==> config.mk <==
export PLATFORM = sky130hd
export DESIGN_NAME = noc_router_output_arbiter
export DESIGN_NICKNAME = d
export VERILOG_FILES = /design/src/rtl/noc_pkg.sv /design/src/rtl/noc_rr_arbiter.sv /design/src/rtl/noc_router_output_arbiter.sv
export SDC_FILE = /design/constraint.sdc
export NUM_CORES = 1
export LEC_CHECK = 0
export CORE_UTILIZATION = 33
export CTS_BUF_LIST = sky130_fd_sc_hd__clkbuf_8
export DETAILED_ROUTE_END_ITERATION = 8
export PLACE_DENSITY_LB_ADDON = 0.08
export SYNTH_ARGS = -nofsm -noshare
export SYNTH_HDL_FRONTEND = slang
export SYNTH_SLANG_ARGS = --single-unit
==> constraint.sdc <==
create_clock -name clk -period 2.1 [get_ports clk]
set_input_delay 0.21 -clock clk [delete_from_list [all_inputs] [get_ports clk]]
set_output_delay 0.21 -clock clk [all_outputs]
set_load 0.005 [all_outputs]
==> src/rtl/noc_pkg.sv <==
// -----------------------------------------------------------------------------
// noc_pkg
// Shared definitions for the 2x2 mesh NoC router blocks: flit geometry,
// field positions inside a 14-bit flit, the output arbiter state type and
// a packed view of a flit.
// Optional feature macro used by the output arbiter: NOC_ARB_STATS_EN.
// -----------------------------------------------------------------------------
package noc_pkg;

    localparam int NUM_IN = 4;
    localparam int PKT_W  = 14;
    localparam int CNT_W  = 16;

    // Flit field positions: [13] rsvd, [12:11] dst, [10:9] type, [8:1] payload, [0] eop
    localparam int RSVD_BIT    = 13;
    localparam int DST_MSB     = 12;
    localparam int DST_LSB     = 11;
    localparam int TYPE_MSB    = 10;
    localparam int TYPE_LSB    = 9;
    localparam int PAYLOAD_MSB = 8;
    localparam int PAYLOAD_LSB = 1;
    localparam int EOP_BIT     = 0;

    typedef enum logic {
        ARB_IDLE   = 1'b0,
        ARB_LOCKED = 1'b1
    } arb_state_t;

    typedef struct packed {
        logic       rsvd;
        logic [1:0] dst_addr;
        logic [1:0] pack_t;
        logic [7:0] payload;
        logic       eop;
    } noc_flit_t;

    // True when the flit closes its packet.
    function automatic logic flit_is_eop(input noc_flit_t flit);
        return flit.eop;
    endfunction

endpackage

==> src/rtl/noc_rr_arbiter.sv <==
// -----------------------------------------------------------------------------
// noc_rr_arbiter
// Combinational round-robin picker. Returns the first requesting index found
// when scanning cyclically upward starting at ptr_i.
// Ports:
//   req_i    [NUM_IN]  request vector
//   ptr_i    [IDX_W]   index with highest priority this cycle
//   winner_o [IDX_W]   selected index (0 when nothing requests)
//   found_o  1         at least one request present
// -----------------------------------------------------------------------------
module noc_rr_arbiter #(
    parameter  int NUM_IN = 4,
    localparam int IDX_W  = (NUM_IN > 1) ? $clog2(NUM_IN) : 1
) (
    input  logic [NUM_IN-1:0] req_i,
    input  logic [IDX_W-1:0]  ptr_i,
    output logic [IDX_W-1:0]  winner_o,
    output logic              found_o
);

    // Cyclic priority scan starting at ptr_i.
    always_comb begin
        int idx;
        idx      = 0;
        winner_o = '0;
        found_o  = 1'b0;
        for (int k = 0; k < NUM_IN; k++) begin
            idx = (int'(ptr_i) + k) % NUM_IN;
            if (!found_o && req_i[idx[IDX_W-1:0]]) begin
                found_o  = 1'b1;
                winner_o = idx[IDX_W-1:0];
            end else begin
                found_o  = found_o;
            end
        end
    end

endmodule

==> src/rtl/noc_router_output_arbiter.sv <==
// -----------------------------------------------------------------------------
// noc_router_output_arbiter
// Output stage of one router port. Round-robin arbitration among NUM_IN
// inputs, wormhole lock on the winner until its eop flit passes, and a single
// registered output stage with valid/ready backpressure.
// Optional feature: define NOC_ARB_STATS_EN to build saturating statistics
// counters; otherwise pkt_count/stall_count are tied to zero.
// Ports:
//   clk, rst (async, active low)
//   in_valid    [NUM_IN]        per-input flit valid
//   in_packet   [NUM_IN*PKT_W]  flattened flits, input i at [i*PKT_W +: PKT_W]
//   in_ready    [NUM_IN]        per-input accept
//   out_valid / out_packet      registered output flit
//   out_ready                   downstream accept
//   grant_id    [IDX_W]         owner when locked, winner when idle
//   busy                        high while locked
//   pkt_count   [NUM_IN*CNT_W]  per-input forwarded packet count
//   stall_count [CNT_W]         cycles with out_valid && !out_ready
// -----------------------------------------------------------------------------
module noc_router_output_arbiter #(
    parameter  int NUM_IN = 4,
    parameter  int PKT_W  = 14,
    parameter  int CNT_W  = 16,
    localparam int IDX_W  = (NUM_IN > 1) ? $clog2(NUM_IN) : 1
) (
    input  logic                    clk,
    input  logic                    rst,
    input  logic [NUM_IN-1:0]       in_valid,
    input  logic [NUM_IN*PKT_W-1:0] in_packet,
    output logic [NUM_IN-1:0]       in_ready,
    output logic                    out_valid,
    output logic [PKT_W-1:0]        out_packet,
    input  logic                    out_ready,
    output logic [IDX_W-1:0]        grant_id,
    output logic                    busy,
    output logic [NUM_IN*CNT_W-1:0] pkt_count,
    output logic [CNT_W-1:0]        stall_count
);

    import noc_pkg::*;

    arb_state_t         state_q, state_d;
    logic [IDX_W-1:0]   owner_q, owner_d;
    logic [IDX_W-1:0]   rr_ptr_q, rr_ptr_d;
    logic [IDX_W-1:0]   grant_q, grant_d;
    logic               out_valid_q, out_valid_d;
    logic [PKT_W-1:0]   out_packet_q, out_packet_d;

    logic [PKT_W-1:0]   flit_s [NUM_IN];
    logic [IDX_W-1:0]   winner_s;
    logic               found_s;
    logic [IDX_W-1:0]   sel_s;
    logic               sel_active_s;
    logic [PKT_W-1:0]   sel_flit_s;
    logic               sel_eop_s;
    logic               can_accept_s;
    logic               xfer_s;
    logic [NUM_IN-1:0]  in_ready_s;

    // Wrap-around increment used to advance the round-robin pointer.
    function automatic logic [IDX_W-1:0] next_idx(input logic [IDX_W-1:0] idx);
        if (idx == IDX_W'(NUM_IN - 1)) begin
            return '0;
        end else begin
            return idx + IDX_W'(1);
        end
    endfunction

    for (genvar g = 0; g < NUM_IN; g++) begin : g_unpack
        assign flit_s[g] = in_packet[g*PKT_W +: PKT_W];
    end

    noc_rr_arbiter #(
        .NUM_IN (NUM_IN)
    ) u_rr (
        .req_i    (in_valid),
        .ptr_i    (rr_ptr_q),
        .winner_o (winner_s),
        .found_o  (found_s)
    );

    assign can_accept_s = !out_valid_q || out_ready;

    // Source selection: the owner while locked, otherwise the round-robin winner.
    always_comb begin
        sel_s        = winner_s;
        sel_active_s = found_s;
        grant_d      = grant_q;
        if (state_q == ARB_LOCKED) begin
            sel_s        = owner_q;
            sel_active_s = 1'b1;
            grant_d      = owner_q;
        end else if (found_s) begin
            grant_d      = winner_s;
        end else begin
            grant_d      = grant_q;
        end
    end

    assign sel_flit_s = flit_s[sel_s];
    assign sel_eop_s  = flit_is_eop(noc_flit_t'(sel_flit_s));
    assign xfer_s     = sel_active_s && can_accept_s && in_valid[sel_s];

    // Only the selected input may be offered a ready; everyone else is blocked.
    always_comb begin
        in_ready_s = '0;
        if (sel_active_s && can_accept_s) begin
            in_ready_s[sel_s] = 1'b1;
        end else begin
            in_ready_s = '0;
        end
    end

    // Next-state logic for output register, lock state and round-robin pointer.
    always_comb begin
        state_d      = state_q;
        owner_d      = owner_q;
        rr_ptr_d     = rr_ptr_q;
        out_valid_d  = out_valid_q;
        out_packet_d = out_packet_q;

        // A new flit overwrites the register even when the old one is leaving.
        if (xfer_s) begin
            out_valid_d  = 1'b1;
            out_packet_d = sel_flit_s;
        end else if (out_ready) begin
            out_valid_d  = 1'b0;
        end else begin
            out_valid_d  = out_valid_q;
        end

        case (state_q)
            ARB_IDLE: begin
                if (xfer_s && sel_eop_s) begin
                    rr_ptr_d = next_idx(sel_s);
                end else if (xfer_s) begin
                    state_d  = ARB_LOCKED;
                    owner_d  = sel_s;
                end else begin
                    state_d  = ARB_IDLE;
                end
            end
            ARB_LOCKED: begin
                // Release only on the owner's eop; re-arbitration waits a cycle.
                if (xfer_s && sel_eop_s) begin
                    state_d  = ARB_IDLE;
                    rr_ptr_d = next_idx(owner_q);
                end else begin
                    state_d  = ARB_LOCKED;
                end
            end
            default: begin
                state_d = ARB_IDLE;
            end
        endcase
    end

    // State, pointer and output register.
    always_ff @(posedge clk or negedge rst) begin
        if (!rst) begin
            state_q      <= ARB_IDLE;
            owner_q      <= '0;
            rr_ptr_q     <= '0;
            grant_q      <= '0;
            out_valid_q  <= 1'b0;
            out_packet_q <= '0;
        end else begin
            state_q      <= state_d;
            owner_q      <= owner_d;
            rr_ptr_q     <= rr_ptr_d;
            grant_q      <= grant_d;
            out_valid_q  <= out_valid_d;
            out_packet_q <= out_packet_d;
        end
    end

    assign in_ready   = in_ready_s;
    assign out_valid  = out_valid_q;
    assign out_packet = out_packet_q;
    assign grant_id   = grant_d;
    assign busy       = (state_q == ARB_LOCKED);

`ifdef NOC_ARB_STATS_EN
    logic [CNT_W-1:0] stall_cnt_q;

    // Saturating count of cycles where the output is held by downstream.
    always_ff @(posedge clk or negedge rst) begin
        if (!rst) begin
            stall_cnt_q <= '0;
        end else if (out_valid_q && !out_ready && (stall_cnt_q != '1)) begin
            stall_cnt_q <= stall_cnt_q + CNT_W'(1);
        end else begin
            stall_cnt_q <= stall_cnt_q;
        end
    end

    assign stall_count = stall_cnt_q;

    for (genvar g = 0; g < NUM_IN; g++) begin : g_pkt_cnt
        logic [CNT_W-1:0] pkt_cnt_q;

        // Saturating count of eop flits forwarded from this input.
        always_ff @(posedge clk or negedge rst) begin
            if (!rst) begin
                pkt_cnt_q <= '0;
            end else if (xfer_s && sel_eop_s && (sel_s == IDX_W'(g)) && (pkt_cnt_q != '1)) begin
                pkt_cnt_q <= pkt_cnt_q + CNT_W'(1);
            end else begin
                pkt_cnt_q <= pkt_cnt_q;
            end
        end

        assign pkt_count[g*CNT_W +: CNT_W] = pkt_cnt_q;
    end
`else
    assign stall_count = '0;
    assign pkt_count   = '0;
`endif

endmodule

==> results of run 1 <==
[cell type report]
| type | count | area, um2 |
|---|---|---|
| Sequential cell | 22 | 552 |
| Inverter | 5 | 23.8 |
| Timing Repair Buffer | 129 | 1230 |
| Multi-Input combinational cell | 209 | 1500 |
| Fill cell | 652 | 3300 |
| Tap cell | 80 | 100 |
| Clock buffer | 4 | 55.1 |
[final timing paths]
kind,to,cells after the start
max in group asynchronous,rr_ptr_q[1]$_DFFE_PN0P_,2
hold reg to reg,grant_q[1]$_DFF_PN0_,2
hold / removal,grant_q[0]$_DFF_PN0_,2
setup / recovery,rr_ptr_q[1]$_DFFE_PN0P_,10
min in group clk,grant_q[1]$_DFF_PN0_,2
setup reg to reg,rr_ptr_q[1]$_DFFE_PN0P_,10
[power groups by stage]
stage | Combinational, W | Clock [W] | Sequential (W)
floorplan | 0.00187 | 0 | 0.000780
global placement | 0.00290 | 0 | 0.000791
detailed placement | 0.00290 | 0 | 0.000791
CTS | 0.00323 | 0.000317 | 0.000786
global route | 0.00363 | 0.000335 | 0.000816
finish | 0.00336 | 0.000302 | 0.000788
[Yosys cell counts, drive strengths merged (4+ instances only)]
cell type  instances  share of area (%)
a21boi             4                1.3
a21o               4                1.3
a21oi              7                1.7
buf               88                 30
dfrtp             22                 24
inv                5                1.0
mux2              16                9.0
mux2i             27                 12
nand2             20                3.3
nand2b             6                1.6
nor2               6               0.98
o21ai             16                4.8
[flip-flops by register name, summed over array words and instances, names as in the netlist]
name / flops
owner_q: 2
grant_q: 2
rr_ptr_q: 2
busy: 1
out_valid: 1
out_packet: 14
[per-layer routing]
metal,part of all wire (%),wire [um],vias to the layer above,global-route usage (%)
met4,0.36,19,0,1.82
li1,-,-,932,-
met2,52,2740,80,24.4
met3,6.6,350,2,3.11
met5,0,0,-,0
met1,41,2190,867,16.9
[through the flow]
| step | std cells | power, W | TNS [ns] |
|---|---|---|---|
| after floorplan | 325 | 0.00265 | -0.119 |
| after global placement | 433 | 0.00369 | -10.76 |
| after detailed placement | 433 | 0.00369 | -11.00 |
| after CTS | 445 | 0.00433 | -2.49 |
| after global routing | 449 | 0.00479 | -4.87 |
| final | 449 | 0.00445 | -2.25 |
[cell families (layout without fill, tap and decap cells)]
family          Yosys count  after routing  share of synthesized area [%]
flops                    22             22                           24.0
xor+xnor                  1              1                          0.382
buf+inv                  94            138                           31.3
compound gates           40             40                           13.1
mux                      43             43                           20.8
other cells               1             80                          0.163
fa+ha+maj                 1              1                          0.545
simple gates             44             44                           9.81
[what timing repair did]
action	4_1_cts	5_1_grt
cloned	0	0
resized for setup	55	17
pin swaps	10	4
endpoints found under the setup margin	25	25
setup buffers	8	4
==> results.py, run 1 <==
metrics = {
    "detailed_routing": {
        "via_count": 1881,
        "drt_iter0_drc": 47,
        "wl_per_cell_um": 11.8,
        "dr.pass1.iters": 4,
        "postRouteAntennaNets": 0,
        "viasPerCell": 4.19,
        "wl_um": 5300,
        "drc_errors": 0,
    },
    "setup_path": {
        "cp_max_fo": 3,
        "timing.rr.start": "rr_ptr_q[0]$_DFFE_PN0P_",
        "max_stage_delay_ns": 0.41,
        "crit_path_start_kind": "register",
        "cp_top_family": "compound AO/OA/AOI/OAI gates",
        "reg2reg_setup_slack_ns": -0.16,
        "cp_cell_sequence": "buf_4 -> nand4bb_1 -> buf_4 -> a21oi_4 -> a211o_1 -> and2_4 -> buf_6 -> a21o_1 -> a21oi_2 -> mux2_4",
        "cp-startpoint": "rr_ptr_q[0]$_DFFE_PN0P_",
        "cpMaxStageDelayCell": "dfrtp_1",
        "worstSetupEndpointType": "register",
        "critPathMostFrequentCell": "buf_4",
        "critPathArrivalTime_ns": 2.40,
        "crit_required_ns": 2.24,
        "crit_buf_inv": 3,
        "path_class": "register to register",
    },
    "global_route": {
        "grt_start_max_net_pins": 23,
        "grt_pass1_vias": 1715,
        "antenna_found_initial": 0,
        "grt_pass1_wl_um": 7960,
        "grt_usage_pct": 13.6,
        "grt-ovfl-total": 0,
    },
    "status": {
        "violations": "negative setup slack",
        "status": "complete, but fails checks",
    },
    "clocking": {
        "hold_buffers": 0,
        "cts_tree": "done",
        "htreeDepth": 1,
        "insertion_delay_ns": 0.26,
        "cts.reportedPaths.clkPinSlew_ns": 0.08,
        "cts_made_buffers": 3,
        "clk_path_buf_depth": 2,
        "cts_root_buf": "clkbuf_8",
        "clkSinkCount": 22,
    },
    "yosys": {
        "synth-edff-count": 0,
        "ys_seq_area_share_pct": 24.0,
        "synth-main-ff-cell": "dfrtp_1",
        "async_reset_ff_share_pct": 100,
        "synth.distinct_cells": 42,
        "ys.warnings.count": 0,
        "netlist_area_um2": 2300,
        "syn-instance-count": 246,
        "syn_avg_cell_area_um2": 9.33,
        "ys_seq_elements": 22,
    },
    "sta": {
        "setup_viol": 24,
        "rsz0062_at_grt": "yes",
        "fmax_ghz": 0.443,
        "finClkSkew_ns": 0.00609,
        "fin_crit_ns": 2.26,
        "setup_ws_ns": -0.158,
        "hold_ws_ns": 0.295,
        "hold_viol_final": 0,
        "slew_viol_final": 0,
        "period_share_pct": 108,
    },
    "placement": {
        "placed_cell_area_um2": 3140,
        "gp_congestion": 0.754,
        "dpl.hpwl_um": 4120,
        "post-place-ws_ns": -0.499,
        "io_buffers": 84,
    },
    "floorplan": {
        "ioPinCount": 165,
        "die_h_um": 85.4,
        "fp-row-count": 30,
        "die-area_um2": 7290,
        "fp.dieW_um": 85.4,
        "initial_core_util_pct": 34.0,
        "core_um2": 6760,
    },
    "cells_and_area": {
        "layout_commonest_cell": "conb_1",
        "stdcell_area_um2": 3460,
        "final_cell_mix": "80 x conb_1, 75 x clkdlybuf4s50_1, 29 x buf_4",
        "utilization_pct": 51.1,
        "syn_to_final_growth_pct": 50.5,
        "drive_above_1_share_pct": 28.7,
        "final_nets": 434,
        "antennaDiodeCount": 0,
    },
    "power_and_ir_drop": {
        "p_leak_nw": 1.64,
        "vdd_drop_max_uv": 556,
        "p_int_w": 0.00278,
        "power.switching_w": 0.00167,
        "switching_share_pct": 37.5,
        "clock_power_share_pct": 6.8,
        "p_seq_share_pct": 17.7,
        "p_comb_share_pct": 75.5,
        "power_density_nw_per_um2": 1290,
    },
    "hold_path": {
        "hp-class": "input port to asynchronous set/reset pin",
    },
    "flow_run": {
        "cap_viol_max_count": 0,
    },
}
No activity file was read; power rests on OpenSTA's default activity.
==> inputs of run 2 (changes only) <==
--- a/config.mk
+++ b/config.mk
@@ -9,2 +9,3 @@
 export CTS_BUF_LIST = sky130_fd_sc_hd__clkbuf_8
+export CTS_CLUSTER_SIZE = 16
 export DETAILED_ROUTE_END_ITERATION = 8
--- a/constraint.sdc
+++ b/constraint.sdc
@@ -3,2 +3,2 @@
 set_output_delay 0.21 -clock clk [all_outputs]
-set_load 0.005 [all_outputs]
+set_load 0.1 [all_outputs]
==> run 2 against run 1 <==
  * Clock skew hardly changed
  * Worst setup slack improved by 0.028 ns
  * Register-to-register slack better by 0.06 ns
  * Cell count is 0.45% lower
  * Highest routed layer unchanged
  * Critical path depth fell by 2
  * The run still ends with negative setup slack left
  * Critical endpoint is now in_ready[3]
  * Largest cell class unchanged
  * Sequential share of layout area shrank 0.28 points
  * Non-clock buffer count decreased by 2
==> results.py, run 2 (synthesis gave the netlist of run 1 again) <==
metrics = {
    "detailed_routing": {
        "dr.pass1.iters": 4,
        "wl_per_cell_um": 11.9,
        "drt_iter0_drc": 54,
        "wl_um": 5320,
        "postRouteAntennaNets": 0,
        "via_count": 1918,
        "drc_errors": 0,
        "viasPerCell": 4.29,
    },
    "clocking": {
        "cts_root_buf": "clkbuf_8",
        "clk_path_buf_depth": 2,
        "cts_tree": "done",
        "clkSinkCount": 22,
        "insertion_delay_ns": 0.27,
        "cts_made_buffers": 3,
        "hold_buffers": 0,
        "cts.reportedPaths.clkPinSlew_ns": 0.08,
        "htreeDepth": 1,
    },
    "setup_path": {
        "worstSetupEndpointType": "output port",
        "path_class": "register to output port",
        "critPathArrivalTime_ns": 2.02,
        "crit_path_start_kind": "register",
        "cp_max_fo": 6,
        "crit_required_ns": 1.89,
    },
    "floorplan": {
        "fp-row-count": 30,
        "die-area_um2": 7290,
        "fp.dieW_um": 85.4,
        "initial_core_util_pct": 34.0,
        "ioPinCount": 165,
        "core_um2": 6760,
        "die_h_um": 85.4,
    },
    "placement": {
        "io_buffers": 84,
        "dpl.hpwl_um": 4160,
        "dp_cells": 429,
        "post-place-ws_ns": -0.436,
        "gp_congestion": 0.800,
    },
    "cells_and_area": {
        "syn_to_final_growth_pct": 54.2,
        "layout_commonest_cell": "conb_1",
        "fillers": 609,
        "largest_reg_flops": 14,
        "drive_above_1_share_pct": 34.9,
        "antennaDiodeCount": 0,
        "final_nets": 432,
        "final_cell_mix": "80 x conb_1, 58 x clkdlybuf4s50_1, 48 x buf_4",
        "fin_cells": 447,
    },
    "global_route": {
        "grt_pass1_vias": 1703,
        "grt-ovfl-total": 0,
        "grt_usage_pct": 13.8,
        "grt_pass1_wl_um": 8050,
        "grt_start_max_net_pins": 29,
        "antenna_found_initial": 0,
    },
    "sta": {
        "hold_ws_ns": 0.337,
        "hold_viol_final": 0,
        "tightest_slew_ns": 0.647,
        "slew_headroom_pct": 56.7,
        "fin_crit_ns": 2.23,
        "fmax_ghz": 0.448,
        "rsz0062_at_grt": "yes",
        "setup_ws_ns": -0.131,
        "slew_viol_final": 0,
        "period_share_pct": 106,
        "finClkSkew_ns": 0.00607,
        "setup_viol": 17,
    },
    "status": {
        "violations": "negative setup slack",
        "status": "complete, but fails checks",
    },
    "flow_run": {
        "cap_viol_max_count": 0,
    },
    "hold_path": {
        "hp-class": "input port to asynchronous set/reset pin",
    },
}
## run 2: changes by cell type in the layout (fill, tap and decap cells not counted), moves of 3 or more
cell / change
nand2_1: -6
buf_12: +8
nand2_2: +4
buf_2: -6
buf_6: -7
buf_4: +19
mux2_4: -3
clkdlybuf4s50_1: -17
mux2_2: +3
## run 2: final cells by class
cell class	instances	area, um2	share of cell area [%]
inverters	5	23.8	0.671
flip-flops and latches	22	556	15.7
clock buffers	4	55.1	1.55
repair buffers	127	1270	35.8
well taps	80	100	2.83
multi-input cells	209	1540	43.4
## run 2: final timing paths
path                                           start                        end  slack [ns]  cells after the start
max                          rr_ptr_q[0]$_DFFE_PN0P_                in_ready[3]       -0.13                      8
min                                              rst  out_packet[1]$_DFFE_PN0P_        0.34                      1
max reg2reg                  rr_ptr_q[0]$_DFFE_PN0P_     owner_q[0]$_DFFE_PN0P_       -0.10                      9
min reg2reg                out_packet[9]$_DFFE_PN0P_  out_packet[9]$_DFFE_PN0P_        0.49                      2
max in group asynchronous                        rst  out_packet[3]$_DFFE_PN0P_        1.18                      2
min in group clk           out_packet[9]$_DFFE_PN0P_  out_packet[9]$_DFFE_PN0P_        0.49                      2
## run 2: repair_timing
item,CTS,global route
gates resized for setup,27,17
pin swaps,6,6
endpoints found under the setup margin,25,25
cloned,0,1
setup buffers,12,1
## run 2: per-layer routing
layer,share of wire [%],track usage [%],vias to the layer above
met3,5.8,1.65,5
li1,-,-,927
met2,52,24.0,96
met5,0,0,-
met1,41,17.8,890
met4,0.96,4.09,0
## run 2: metrics by stage
stage	TNS, ns	util [%]	cell area [um2]
CTS	-1.68	50.5	3410
floorplan	-0.483	-	2680
finish	-1.05	52.4	3540
global route	-3.42	52.4	3540
detailed placement	-8.50	47.1	3180
global placement	-8.11	47.1	3180
## run 2: worst max-delay path, cell delays in order (launching register included)
cell and delay (ns):
dfrtp_2 0.47, inv_1 0.11, o221ai_1 0.15, a211o_1 0.33, and2_4 0.20, inv_6 0.08, ha_4 0.12, and2_4 0.14
buf_12 0.17
Power of run 2 is left out: the tool's default activity adds up to more than one toggle a clock period on the data nets, which glitch-free logic cannot reach.
==> inputs of run 3 (changes only) <==
Settings changed: CORE_UTILIZATION 33 to 38, SYNTH_HIERARCHICAL from default to 1.
Clock period 2.1 ns to 2.6 ns, I/O delays scaled along.
==> run 3 against run 2 <==
  * The flow now finishes without violations
  * Sequential share of layout area grew 2.6 points
  * Count of clock-buffer cells in the layout shrank 1
  * Synthesized cell count grew 4.1%
  * Register-to-register slack gained 0.30 ns
  * Hold slack gained 0.11 ns
  * First-iteration DRC count grew 39%
  * Highest routed layer unchanged
==> results.py, run 3 <==
metrics = {
    "clocking": {
        "insertion_delay_ns": 0.27,
        "clkSinkCount": 22,
        "cts_root_buf": "clkbuf_8",
        "cts.reportedPaths.clkPinSlew_ns": 0.09,
        "cts_tree": "done",
        "htreeDepth": 1,
        "cts_made_buffers": 3,
        "clk_path_buf_depth": 2,
    },
    "sta": {
        "period_share_pct": 95.6,
        "fin_crit_ns": 2.48,
        "rsz0062_at_grt": "no",
        "setup_viol": 0,
        "slew_headroom_pct": 47.7,
        "hold_viol_final": 0,
        "finClkSkew_ns": 0.00893,
        "fmax_ghz": 0.402,
        "slew_viol_final": 0,
        "tightest_slew_ns": 0.783,
    },
    "setup_path": {
        "path_class": "input port to output port",
        "cp_max_fo": 6,
        "crit_path_start_kind": "input port",
        "cp_top_family": "buffers and inverters",
        "crit_buf_inv": 5,
        "cpMaxStageDelayCell": "clkdlybuf4s50_1",
        "critPathMostFrequentCell": "inv_1",
        "crit_required_ns": 2.34,
        "worstSetupEndpointType": "output port",
        "max_stage_delay_ns": 0.54,
        "critPathArrivalTime_ns": 2.22,
        "cp_cell_sequence": "clkdlybuf4s50_1 -> inv_1 -> o221ai_1 -> a21oi_2 -> buf_6 -> mux2i_4 -> inv_1 -> ha_1 -> and2_1 -> buf_12",
    },
    "placement": {
        "dpl.hpwl_um": 3910,
        "placed_cell_area_um2": 2920,
        "gp_congestion": 0.799,
        "io_buffers": 84,
    },
    "yosys": {
        "synth.area.mux_share_pct": 12.4,
        "synth-main-ff-cell": "dfrtp_1",
        "syn-instance-count": 256,
        "synth_top_family_by_area": "buffers and inverters",
        "yosysTopAreaCellShare_pct": 27.5,
        "synthTopCellsByCount": "81 x buf_4, 30 x nand2_1, 22 x dfrtp_1",
        "synth_top_area_cell": "buf_4",
        "synthSimpleGateAreaFrac_pct": 12.3,
        "ys_seq_area_share_pct": 24.9,
        "synth_compound_area_share_pct": 15.6,
        "async_reset_ff_share_pct": 100,
        "ys_seq_elements": 22,
        "synth-edff-count": 0,
        "syn_avg_cell_area_um2": 8.65,
        "ys.warnings.count": 6,
        "synth.distinct_cells": 39,
        "synth_area_leaders": "buf_4 27%, dfrtp_1 25%, mux2_2 5.6%, nand2_1 5.1%, a211oi_1 4.4%",
        "synth-xor-area-share_pct": 0.395,
        "netlist_area_um2": 2210,
        "synthAdderAreaFrac_pct": 2.26,
        "yosysMostFrequentCell": "buf_4",
    },
    "cells_and_area": {
        "fillers": 548,
        "syn_to_final_growth_pct": 36.4,
        "seq_area_um2": 552,
        "stdcell_area_um2": 3020,
        "antennaDiodeCount": 0,
        "layout_commonest_cell": "conb_1",
        "final_cell_mix": "80 x conb_1, 61 x clkdlybuf4s50_1, 30 x nand2_1",
        "largest_reg_flops": 14,
        "multiInputGateArea_um2": 1280,
        "drive_above_1_share_pct": 19.7,
        "final_nets": 414,
    },
    "global_route": {
        "grt_pass1_wl_um": 8020,
        "grt_start_max_net_pins": 22,
        "grt_pass1_vias": 1648,
        "grt-ovfl-total": 0,
        "antenna_found_initial": 0,
        "grt_usage_pct": 16.6,
    },
    "floorplan": {
        "ioPinCount": 165,
        "core_um2": 5570,
        "fp-row-count": 27,
        "die_h_um": 78.3,
        "initial_core_util_pct": 39.7,
        "fp.dieW_um": 78.3,
        "die-area_um2": 6140,
    },
    "detailed_routing": {
        "wl_um": 4800,
        "drc_errors": 0,
        "dr.pass1.iters": 4,
        "viasPerCell": 4.27,
        "drt_iter0_drc": 75,
        "postRouteAntennaNets": 0,
        "via_count": 1786,
        "wl_per_cell_um": 11.5,
    },
    "flow_run": {
        "cap_viol_max_count": 0,
    },
    "status": {
        "status": "finished, final reports clean",
    },
    "hold_path": {
        "hp-class": "input port to asynchronous set/reset pin",
    },
}
## run 3: cell types whose count changed in the layout (fill, tap and decap cells not counted), sizes merged, moves of 4 or more
| cell | previous run | this run |
|---|---|---|
| mux2i | 27 | 8 |
| a31oi | 0 | 13 |
| a21boi | 4 | 0 |
| inv | 5 | 9 |
| nand2b | 6 | 1 |
| o21ai | 16 | 6 |
| dlygate4sd2 | 4 | 0 |
| nand2 | 20 | 31 |
| a211oi | 0 | 14 |
| nor2b | 1 | 13 |
| buf | 64 | 35 |
## run 3: path summary, 6_finish.rpt
path	cells after the start	to	start	slack, ns
worst max-delay path	10	in_ready[1]	in_valid[2]	0.12
worst min-delay path	1	owner_q[0]$_DFFE_PN0P_	rst	0.44
worst max register to register	10	owner_q[0]$_DFFE_PN0P_	rr_ptr_q[1]$_DFFE_PN0P_	0.20
worst min register to register	1	out_packet[5]$_DFFE_PN0P_	out_packet[5]$_DFFE_PN0P_	0.50
max in group asynchronous	2	out_packet[4]$_DFFE_PN0P_	rst	1.55
min in group clk	1	out_packet[5]$_DFFE_PN0P_	out_packet[5]$_DFFE_PN0P_	0.50
## run 3: cells by family (layout without fill, tap and decap cells)
| group | Yosys count | after routing |
|---|---|---|
| adder cells (fa/ha/maj) | 4 | 4 |
| buffers and inverters | 99 | 110 |
| AND/OR/NAND/NOR | 58 | 58 |
| other | 1 | 80 |
| multiplexers | 25 | 25 |
| flip-flops | 22 | 22 |
| XOR/XNOR | 1 | 1 |
| AO/OA/AOI/OAI | 46 | 46 |
## run 3: stage by stage
stage,setup slack [ns],util [%],std cells,TNS [ns],hold WS (ns)
after floorplan,0.0715,-,335,0,-0.0356
after global placement,-0.127,52.4,413,-0.559,0.478
after detailed placement,-0.111,52.4,413,-1.01,0.481
after CTS,0.0207,53.6,417,0,0.488
after global routing,0.000386,54.2,418,0,0.508
final,0.115,54.2,418,0,0.443
## run 3: what timing repair did
item / in CTS / in global routing
gates resized for setup: 0 / 6
endpoints found under the setup margin: 0 / 4
hold buffers: 0 / 0
buffers inserted: 0 / 1
## run 3: per-layer routing
metal / global-route usage [%] / vias up / share of wire [%]
met3: 5.12 / 4 / 8.6
li1: - / 884 / -
met1: 21.1 / 805 / 42
met4: 3.33 / 0 / 0.71
met2: 27.6 / 93 / 49
met5: 0 / - / 0
## run 3: cell type report
cell class              instances  share of cell area [%]
clock buffers                   3                    1.37
clock inverters                 1                   0.994
inverters                       9                    1.20
multi-input cells             214                    42.4
flip-flops and latches         22                    18.3
well taps                      72                    2.98
repair buffers                 97                    32.8
## run 3: worst register-to-register path, delay by kind of cell (launching register included)
| family | cells | cell delay (ns) |
|---|---|---|
| buffers and inverters | 2 | 0.20 |
| muxes | 3 | 0.71 |
| AOI/OAI and AO/OA | 5 | 0.93 |
| DFF | 1 | 0.45 |
Power of run 3 is left out for the same reason.
